--- src/rtl/pixel_proc_pipe.sv ---
// Two-stage RGB pixel processor (pass / gray / invert / binary) on a valid-ready stream.
// Mode and threshold are latched on start-of-frame pixels and travel with each pixel.
module pixel_proc_pipe #(
  parameter int CW = 4
) (
  input  logic            clk,
  input  logic            rst,
  input  logic [1:0]      mode_in,
  input  logic [CW-1:0]   thresh_in,
  input  logic            s_valid,
  output logic            s_ready,
  input  logic            s_sof,
  input  logic [3*CW-1:0] s_rgb,
  output logic            m_valid,
  input  logic            m_ready,
  output logic            m_sof,
  output logic [3*CW-1:0] m_rgb
);

  localparam int AW = CW + 9;

  typedef enum logic [1:0] {
    MODE_PASS = 2'd0,
    MODE_GRAY = 2'd1,
    MODE_INV  = 2'd2,
    MODE_BIN  = 2'd3
  } mode_e;

  mode_e            active_mode_q;
  logic [CW-1:0]    active_thresh_q;

  logic             s1_valid_q;
  logic             s1_sof_q;
  mode_e            s1_mode_q;
  logic [CW-1:0]    s1_thresh_q;
  logic [CW-1:0]    s1_r_q;
  logic [CW-1:0]    s1_g_q;
  logic [CW-1:0]    s1_b_q;
  logic [CW-1:0]    s1_y_q;

  logic             m_valid_q;
  logic             m_sof_q;
  logic [3*CW-1:0]  m_rgb_q;

  logic             advance;
  logic             accept;
  logic [CW-1:0]    in_r;
  logic [CW-1:0]    in_g;
  logic [CW-1:0]    in_b;
  mode_e            pix_mode_d;
  logic [CW-1:0]    pix_thresh_d;
  logic [AW-1:0]    luma_acc;
  logic [CW-1:0]    luma_d;
  logic [3*CW-1:0]  m_rgb_d;

  assign advance = m_ready || !m_valid_q;
  assign s_ready = advance;
  assign accept  = s_valid && advance;

  assign {in_r, in_g, in_b} = s_rgb;

  // An sof pixel uses the freshly requested settings, not the latched ones.
  assign pix_mode_d   = s_sof ? mode_e'(mode_in) : active_mode_q;
  assign pix_thresh_d = s_sof ? thresh_in : active_thresh_q;

  assign luma_acc = AW'(77) * AW'(in_r) + AW'(150) * AW'(in_g)
                  + AW'(29) * AW'(in_b) + AW'(128);
  assign luma_d   = CW'(luma_acc >> 8);

  always_comb begin
    m_rgb_d = {s1_r_q, s1_g_q, s1_b_q};
    case (s1_mode_q)
      MODE_PASS: m_rgb_d = {s1_r_q, s1_g_q, s1_b_q};
      MODE_GRAY: m_rgb_d = {3{s1_y_q}};
      MODE_INV:  m_rgb_d = ~{s1_r_q, s1_g_q, s1_b_q};
      MODE_BIN:  m_rgb_d = (s1_y_q >= s1_thresh_q) ? '1 : '0;
      default:   m_rgb_d = {s1_r_q, s1_g_q, s1_b_q};
    endcase
  end

  always_ff @(posedge clk) begin
    if (rst) begin
      active_mode_q   <= MODE_PASS;
      active_thresh_q <= '0;
      s1_valid_q      <= 1'b0;
      s1_sof_q        <= 1'b0;
      s1_mode_q       <= MODE_PASS;
      s1_thresh_q     <= '0;
      s1_r_q          <= '0;
      s1_g_q          <= '0;
      s1_b_q          <= '0;
      s1_y_q          <= '0;
      m_valid_q       <= 1'b0;
      m_sof_q         <= 1'b0;
      m_rgb_q         <= '0;
    end else begin
      if (accept && s_sof) begin
        active_mode_q   <= mode_e'(mode_in);
        active_thresh_q <= thresh_in;
      end
      if (advance) begin
        s1_valid_q  <= s_valid;
        s1_sof_q    <= s_valid && s_sof;
        s1_mode_q   <= pix_mode_d;
        s1_thresh_q <= pix_thresh_d;
        s1_r_q      <= in_r;
        s1_g_q      <= in_g;
        s1_b_q      <= in_b;
        s1_y_q      <= luma_d;
        m_valid_q   <= s1_valid_q;
        m_sof_q     <= s1_valid_q && s1_sof_q;
        m_rgb_q     <= m_rgb_d;
      end
    end
  end

  assign m_valid = m_valid_q;
  assign m_sof   = m_sof_q;
  assign m_rgb   = m_rgb_q;

endmodule

--- config.mk ---
export PLATFORM = sky130hd
export DESIGN_NAME = pixel_proc_pipe
export DESIGN_NICKNAME = d
export VERILOG_FILES = /design/src/rtl/pixel_proc_pipe.sv
export SDC_FILE = /design/constraint.sdc
export NUM_CORES = 1
export LEC_CHECK = 0
export ABC_AREA = 1
export CORE_AREA = 2 2 89 91
export CTS_CLUSTER_DIAMETER = 120
export CTS_CLUSTER_SIZE = 30
export DETAILED_ROUTE_END_ITERATION = 7
export DIE_AREA = 0 0 91 93
export GPL_TIMING_DRIVEN = 0
export PLACE_DENSITY_LB_ADDON = 0.2
export SYNTH_ARGS = -nofsm -noshare
export SYNTH_HDL_FRONTEND = slang
export SYNTH_SLANG_ARGS = --single-unit
--- constraint.sdc ---
create_clock -name clk -period 7 [get_ports clk]
set_input_delay 2.1 -clock clk [delete_from_list [all_inputs] [get_ports clk]]
set_output_delay 2.1 -clock clk [all_outputs]
set_load 0.1 [all_outputs]
==> summary.txt, run 1 <==
Outcome = finished, final reports clean
RSZ-0062 raised after global routing = false
Commonest non-fill, non-tap cells in the layout = 96 x inv_1, 91 x nand2_1, 52 x ha_1
Vias = 3170
Area occupied by multi-input gates = 0.002402 sq mm
Synth Warn # = 0
Max frequency = 147.7 MHz
XOR/XNOR Fraction of Synth Area = 1.659%
Critical path peak fanout = 5
Worst-margin pin slew = 972.0 ps
WL final = 8132 microns
Clock power share = 14.7%
Post-route ant nets = 0
Design Area, Final = 0.004319 sq mm
Slew headroom = 34.99%
Vias per cell = 4.992
Number of buffers created by CTS = 5
Number of global-route vias before repair = 3109
Largest family of logic cells by synthesized area = adder cells
Worst-skew pair later-pin latency = 300 ps
Crit-path max cell delay = 530 ps
Largest net degree at the start of global routing = 15
Drt wl/cell = 12.81 microns
Post-synthesis mux area share = 0%
Final Non-Filler Cells = 635
Share of cells above drive strength 1 = 6.379%
First-pass GRT wire length = 14190 microns
Post-CTS Setup Bufs = 0
Sw frac = 46.30%
MaxCap Viol Count = 0
Die area = 0.008463 sq mm
Clk pin slew, worst setup/hold paths = 90 ps
Layout area overhead = 16.90%
Crit path depth = 24
Die H = 93 microns
Chip width = 91 microns
TritonRoute pass-1 iters = 4
Initial antenna violation count = 0
Clock sink total = 44
Cell with the largest stage delay on the worst path = fa_1
Seq/Total Area, Yosys = 23.84%
Tmin final = 6772 ps
CTS tree = built
Synth unique cells = 33
Max-slew violations = 0
Pint = 0.7434 mW
R2r worst-path depth = 8
Post-layout util = 57.38%
Ant diodes = 0
Crit path max-delay family = adder cells
Post-DP HPWL = 6751 microns
Mean post-synth cell area = 7.571 sq um
Cell Area, Placed = 0.004193 sq mm
Placed cell count = 627
H-tree levels = 2
Reg-to-Reg End = m_rgb[8]
DR iter-0 viols = 161
Maximum VDD drop = 0.1794 mV
Adder-cell share of the synthesized area = 30.41%
CTS Root Cell = clkbuf_8
Final Setup Violations = 0
Syn_nets = 587
Commonest non-fill, non-tap cell in the layout = inv_1
Pwr/cell area = 320.5 mW/mm^2
Filler Cell Count = 751
CTS Buffer Depth = 2
Nets@finish = 631
DRC viols = 0
Post-synthesis compound-gate area fraction = 14.43%
Total grt overflow = 0
Combinational share of power = 63.7%
GRT Total Usage = 20.41%
Gpl congestion = 0.8459
Switching pwr = 0.6408 mW
Critical Path AT = 6960 ps
Setup crit start = s_rgb[5]
Critical Path End Type = register
CP endpoint = s1_y_q[0]
IO buf count = 37
Initial Util = 49.09%
Critical path buffers and inverters = 6
Synthesized area = 0.003695 sq mm
Worst setup skew after layout = 7.352 ps
Final Hold Vio Count = 0
Sequential power share = 21.6%
Cells along the critical path = dlygate4sd2_1 -> ha_1 -> ha_1 -> ha_1 -> nand3_1 -> nand2_2 -> xor2_1 -> inv_1 -> ha_1 -> ha_1 -> inv_1 -> fa_1 -> inv_1 -> fa_1 -> inv_1 -> fa_1 -> inv_1 -> ha_4 -> nand4_1 -> or2_2 -> nand3_1 -> nand2_1 -> nor2_2 -> nor2_1
Crit Path Class = primary input to register
Cell count after synthesis = 488
Crit share post-route = 96.74%
Reg2reg setup slack = 5410 ps
Core Area = 0.007527 sq mm
Ports = 38
TNS Setup = 0 ps
Worst Hold Class = register to register
Worst Setup Start Kind = primary input
Total power draw = 1.384 mW
Synth Register Bits = 44
Req. time, crit path = 7190 ps
Critical R2R Launch = s1_thresh_q[3]
Row cnt = 32
Post-Synth Simple-Gate Area = 18.05%
Seq. cell area = 880.8 sq um
Leakage power = 2.223 nW
[cells in the mapped netlist]
library cell,number,area share (%)
xor2_1,6,1.4
o21ai_1,1,0.14
nand4_1,3,0.51
buf_2,2,0.27
buf_4,1,0.20
a21oi_2,2,0.47
dfxtp_1,44,24
o21bai_1,7,1.4
and3_1,1,0.17
a211oi_1,3,0.61
a21oi_1,28,3.8
inv_2,3,0.30
o21ai_2,1,0.24
nand3_1,17,2.3
a31oi_1,7,1.2
nor2_8,1,0.54
inv_1,96,9.8
clkbuf_1,9,0.91
o211ai_2,1,0.34
o211ai_1,2,0.41
nor2_4,2,0.61
a21o_1,2,0.41
nor3_1,1,0.14
nand3_2,1,0.27
nor2_1,31,3.1
xnor2_1,1,0.24
nand2_1,92,9.3
inv_4,1,0.17
nor2_2,1,0.17
ha_1,53,18
or2_2,5,0.85
fa_1,23,12
o21ai_0,40,5.4
[worst min-delay path by stage]
| stage | slack, ps | start | cells past startpoint | end |
|---|---|---|---|---|
| 2_1_floorplan | 440 | active_mode_q[0] | 2 | active_mode_q[0] |
| 5_1_grt | 490 | active_mode_q[1] | 2 | active_mode_q[1] |
| 3_3_place_gp | 450 | active_thresh_q[0] | 2 | active_thresh_q[0] |
| 4_1_cts | 470 | active_mode_q[1] | 2 | active_mode_q[1] |
| 3_5_place_dp | 460 | active_mode_q[1] | 2 | active_mode_q[1] |
| 6_report | 470 | active_thresh_q[1] | 2 | active_thresh_q[1] |
[layer usage]
layer | routed length [microns] | vias up | global-route usage (%)
met4 | 125 | 0 | 5.934
met5 | 0 | - | 0
met3 | 272 | 11 | 2.176
met1 | 3781 | 1459 | 26.27
met2 | 3952 | 62 | 36.30
li1 | - | 1638 | -
[per-stage QoR]
stage	hold WS [ps]	worst slack, ps
3_5_place_dp	457.3	-552.5
6_report	470.1	228.1
3_3_place_gp	449.7	-518.6
4_1_cts	470.7	52.32
2_1_floorplan	440.6	439.9
5_1_grt	488.8	5.469
[final cells by class]
| cell class | count | area share (%) |
|---|---|---|
| Timing Repair Buffer | 37 | 8.285 |
| Sequential cell | 44 | 20.39 |
| Multi-Input combinational cell | 332 | 55.62 |
| Clock buffer | 6 | 1.912 |
| Clock inverter | 2 | 0.8980 |
| Inverter | 100 | 8.749 |
| Buffer | 12 | 1.188 |
| Tap cell | 102 | 2.955 |
[tightest hold or removal path, stage by stage, from the launching register on]
cell and delay (ps):
dfxtp_1 320, nand2_1 60, a21oi_1 50
[state kept, by name, indices dropped and copies added, names as in the netlist, 2 cells and up]
name             flops
s1_thresh_q          4
s1_mode_q            2
s1_r_q               4
m_rgb               12
s1_g_q               4
s1_y_q               4
s1_b_q               4
active_mode_q        2
active_thresh_q      4
[kinds of logic after synthesis]
group / Yosys count
simple gates: 155
buf+inv: 112
compound gates: 94
fa+ha+maj: 76
flops: 44
xor+xnor: 7
[power groups by stage]
stage | Sequential [mW] | Clock [mW] | Combinational (mW)
2_1_floorplan | 0.357 | 0 | 0.598
3_3_place_gp | 0.305 | 0 | 0.824
3_5_place_dp | 0.305 | 0 | 0.846
4_1_cts | 0.299 | 0.206 | 0.851
5_1_grt | 0.303 | 0.217 | 1.02
6_report | 0.299 | 0.204 | 0.881
[what timing repair did]
action,CTS,global route
hold buffers,0,0
gates resized for setup,4,7
setup endpoints to repair,4,4
pin swaps,0,1
No activity file was read; power rests on OpenSTA's default activity.
==> inputs of run 2 (changes only) <==
CORE_AREA = 2 2 94 96   (was 2 2 89 91)
DIE_AREA = 0 0 96 98   (was 0 0 91 93)
==> summary.txt, run 2 (synthesis results as in run 1) <==
Cell with the largest stage delay on the worst path = fa_1 (unchanged)
Seq. cell area = 880.8 sq um (unchanged)
Vias = 3175 (was 3170)
Layout area overhead = 16.73% (was 16.90%)
TritonRoute pass-1 iters = 4 (unchanged)
GRT met1 Usage = 26.54% (was 26.27%)
Hold Path Origin = active_mode_q[1] (was active_thresh_q[1])
Sequential power share = 22.3% (was 21.6%)
Chip width = 96 microns (was 91 microns)
Core Area = 0.008466 sq mm (was 0.007527 sq mm)
Critical path buffers and inverters = 8 (was 6)
Critical path peak fanout = 4 (was 5)
Initial Util = 43.64% (was 49.09%)
Area occupied by multi-input gates = 0.002406 sq mm (was 0.002402 sq mm)
WL final = 8337 microns (was 8132 microns)
Tmin final = 6678 ps (was 6772 ps)
Worst Setup Start Kind = primary input (unchanged)
Commonest non-fill, non-tap cells in the layout = 96 x inv_1, 91 x nand2_1, 52 x ha_1 (unchanged)
Critical R2R Launch = s1_thresh_q[3] (unchanged)
Total grt overflow = 0 (unchanged)
Pwr/cell area = 310.8 mW/mm^2 (was 320.5 mW/mm^2)
Worst-skew pair later-pin latency = 300 ps (about the same)
Leakage power = 2.217 nW (was 2.223 nW)
Max frequency = 149.7 MHz (was 147.7 MHz)
IO buf count = 37 (unchanged)
Worst-margin pin slew = 983.6 ps (was 972.0 ps)
Placed cell count = 633 (was 627)
Post-layout util = 50.95% (was 57.38%)
Commonest non-fill, non-tap cell in the layout = inv_1 (unchanged)
Post-cts hold buffer count = 0 (unchanged)
Combinational share of power = 63.5% (was 63.7%)
Total power draw = 1.340 mW (was 1.384 mW)
Maximum VDD drop = 0.1496 mV (was 0.1794 mV)
Ant diodes = 0 (unchanged)
First-pass GRT wire length = 14450 microns (was 14190 microns)
DR iter-0 viols = 90 (was 161)
Critical Path AT = 6870 ps (was 6960 ps)
DRC viols = 0 (unchanged)
Req. time, crit path = 7190 ps (about the same)
Filler Cell Count = 837 (was 751)
Crit path depth = 25 (was 24)
Critical Path End Type = register (unchanged)
Die H = 98 microns (was 93 microns)
Row cnt = 34 (was 32)
RSZ-0062 raised after global routing = false (unchanged)
Share of cells above drive strength 1 = 6.567% (was 6.379%)
CTS tree = built (unchanged)
Drt wl/cell = 13.01 microns (was 12.81 microns)
Crit share post-route = 95.41% (was 96.74%)
Crit Path Class = primary input to register (unchanged)
Post-DP HPWL = 6771 microns (was 6751 microns)
Nets@finish = 631 (unchanged)
R2r worst-path depth = 8 (unchanged)
Most common cell on crit path = inv_1
Clock power share = 14.2% (was 14.7%)
CTS Root Cell = clkbuf_8 (unchanged)
Die area = 0.009408 sq mm (was 0.008463 sq mm)
Met2 GRT Util = 31.68% (was 36.30%)
Largest net degree at the start of global routing = 14 (was 15)
H-tree levels = 2 (unchanged)
Gpl congestion = 0.8962 (was 0.8459)
Number of buffers created by CTS = 5 (unchanged)
Pint = 0.7114 mW (was 0.7434 mW)
Worst setup skew after layout = 9.322 ps (was 7.352 ps)
Initial antenna violation count = 0 (unchanged)
Number of global-route vias before repair = 3206 (was 3109)
Final Setup Violations = 0 (unchanged)
Worst Hold Class = register to register (unchanged)
Setup crit start = s_rgb[4] (was s_rgb[5])
Clk pin slew, worst setup/hold paths = 80 ps (was 90 ps)
Met3 Use GR = 2.469% (was 2.176%)
Cell Area, Placed = 0.004200 sq mm (was 0.004193 sq mm)
Hold depth = 2 (unchanged)
Largest register FFs = 12 (unchanged)
Final Hold Vio Count = 0 (unchanged)
CTS Buffer Depth = 2 (unchanged)
Clock sink total = 44 (unchanged)
Ports = 38 (unchanged)
Crit path max-delay family = adder cells (unchanged)
Post-route ant nets = 0 (unchanged)
Vias per cell = 4.953 (was 4.992)
Outcome = finished, final reports clean (unchanged)
Design Area, Final = 0.004313 sq mm (was 0.004319 sq mm)
Sw frac = 46.92% (was 46.30%)
Slew headroom = 34.22% (was 34.99%)
Crit-path max cell delay = 530 ps (about the same)
GRT Total Usage = 19.22% (was 20.41%)
MaxCap Viol Count = 0 (unchanged)
Grt peak-use layer = met2 (unchanged)
Max-slew violations = 0 (unchanged)
Switching pwr = 0.6289 mW (was 0.6408 mW)
Final Non-Filler Cells = 641 (was 635)
## run 2: changes by cell type in the layout (fill, tap and decap cells not counted), sizes merged
cell and delta:
dlygate4sd2 -1, clkbuf +1
## run 2: repair_timing
action                                  in CTS  in global routing
endpoints found under the setup margin       4                  4
gates cloned                                 0                  0
gates resized for setup                      4                 10
buffers inserted                             0                  0
endpoints found under the hold margin        0                  0
## run 2: final cells by class
type / instances / area share (%)
inverter: 100 / 8.761
buffer: 12 / 1.189
sequential: 44 / 20.42
timing repair buffer: 37 / 8.210
clock buffer: 6 / 1.683
multi-input combinational: 332 / 55.79
tap: 108 / 3.133
clock inverter: 2 / 0.8123
## run 2: layer usage
metal | up-vias | routed length (microns) | part of all wire, %
li1 | 1640 | - | -
met1 | 1461 | 4048 | 49
met2 | 59 | 3859 | 46
met3 | 15 | 301 | 3.6
met4 | 0 | 127 | 1.5
met5 | - | 0 | 0
## run 2: power groups by stage
stage	Combinational [mW]	Clock (mW)	Sequential (mW)
2_1_floorplan	0.598	0	0.357
3_3_place_gp	0.826	0	0.304
3_5_place_dp	0.842	0	0.304
4_1_cts	0.848	0.195	0.299
5_1_grt	0.989	0.205	0.302
6_report	0.851	0.190	0.299
## run 2: worst min-delay path: stages, from the launching register on
cell,delay (ps)
dfxtp_1,320
nand2_1,60
a21oi_1,50
## run 2: through the flow
step	hold slack, ps	worst slack (ps)	setup TNS [ps]
6_report	468.2	321.6	0
5_1_grt	496.8	26.33	0
4_1_cts	470.3	47.18	0
3_5_place_dp	457.2	-530.5	-1755
3_3_place_gp	449.7	-493.8	-1659
2_1_floorplan	440.6	439.9	0
## run 2: worst paths after layout
kind                            slack [ps]                to
worst min-delay path                   470  active_mode_q[1]
worst max-delay path                   320         s1_y_q[0]
worst max register to register        5360          m_rgb[4]
worst min register to register         470  active_mode_q[1]
==> inputs of run 3 (changes only) <==
CAP_MARGIN = 5   (was not set)
==> results of run 3 <==
Final layout, timing and power as in run 2 (identical DEF).
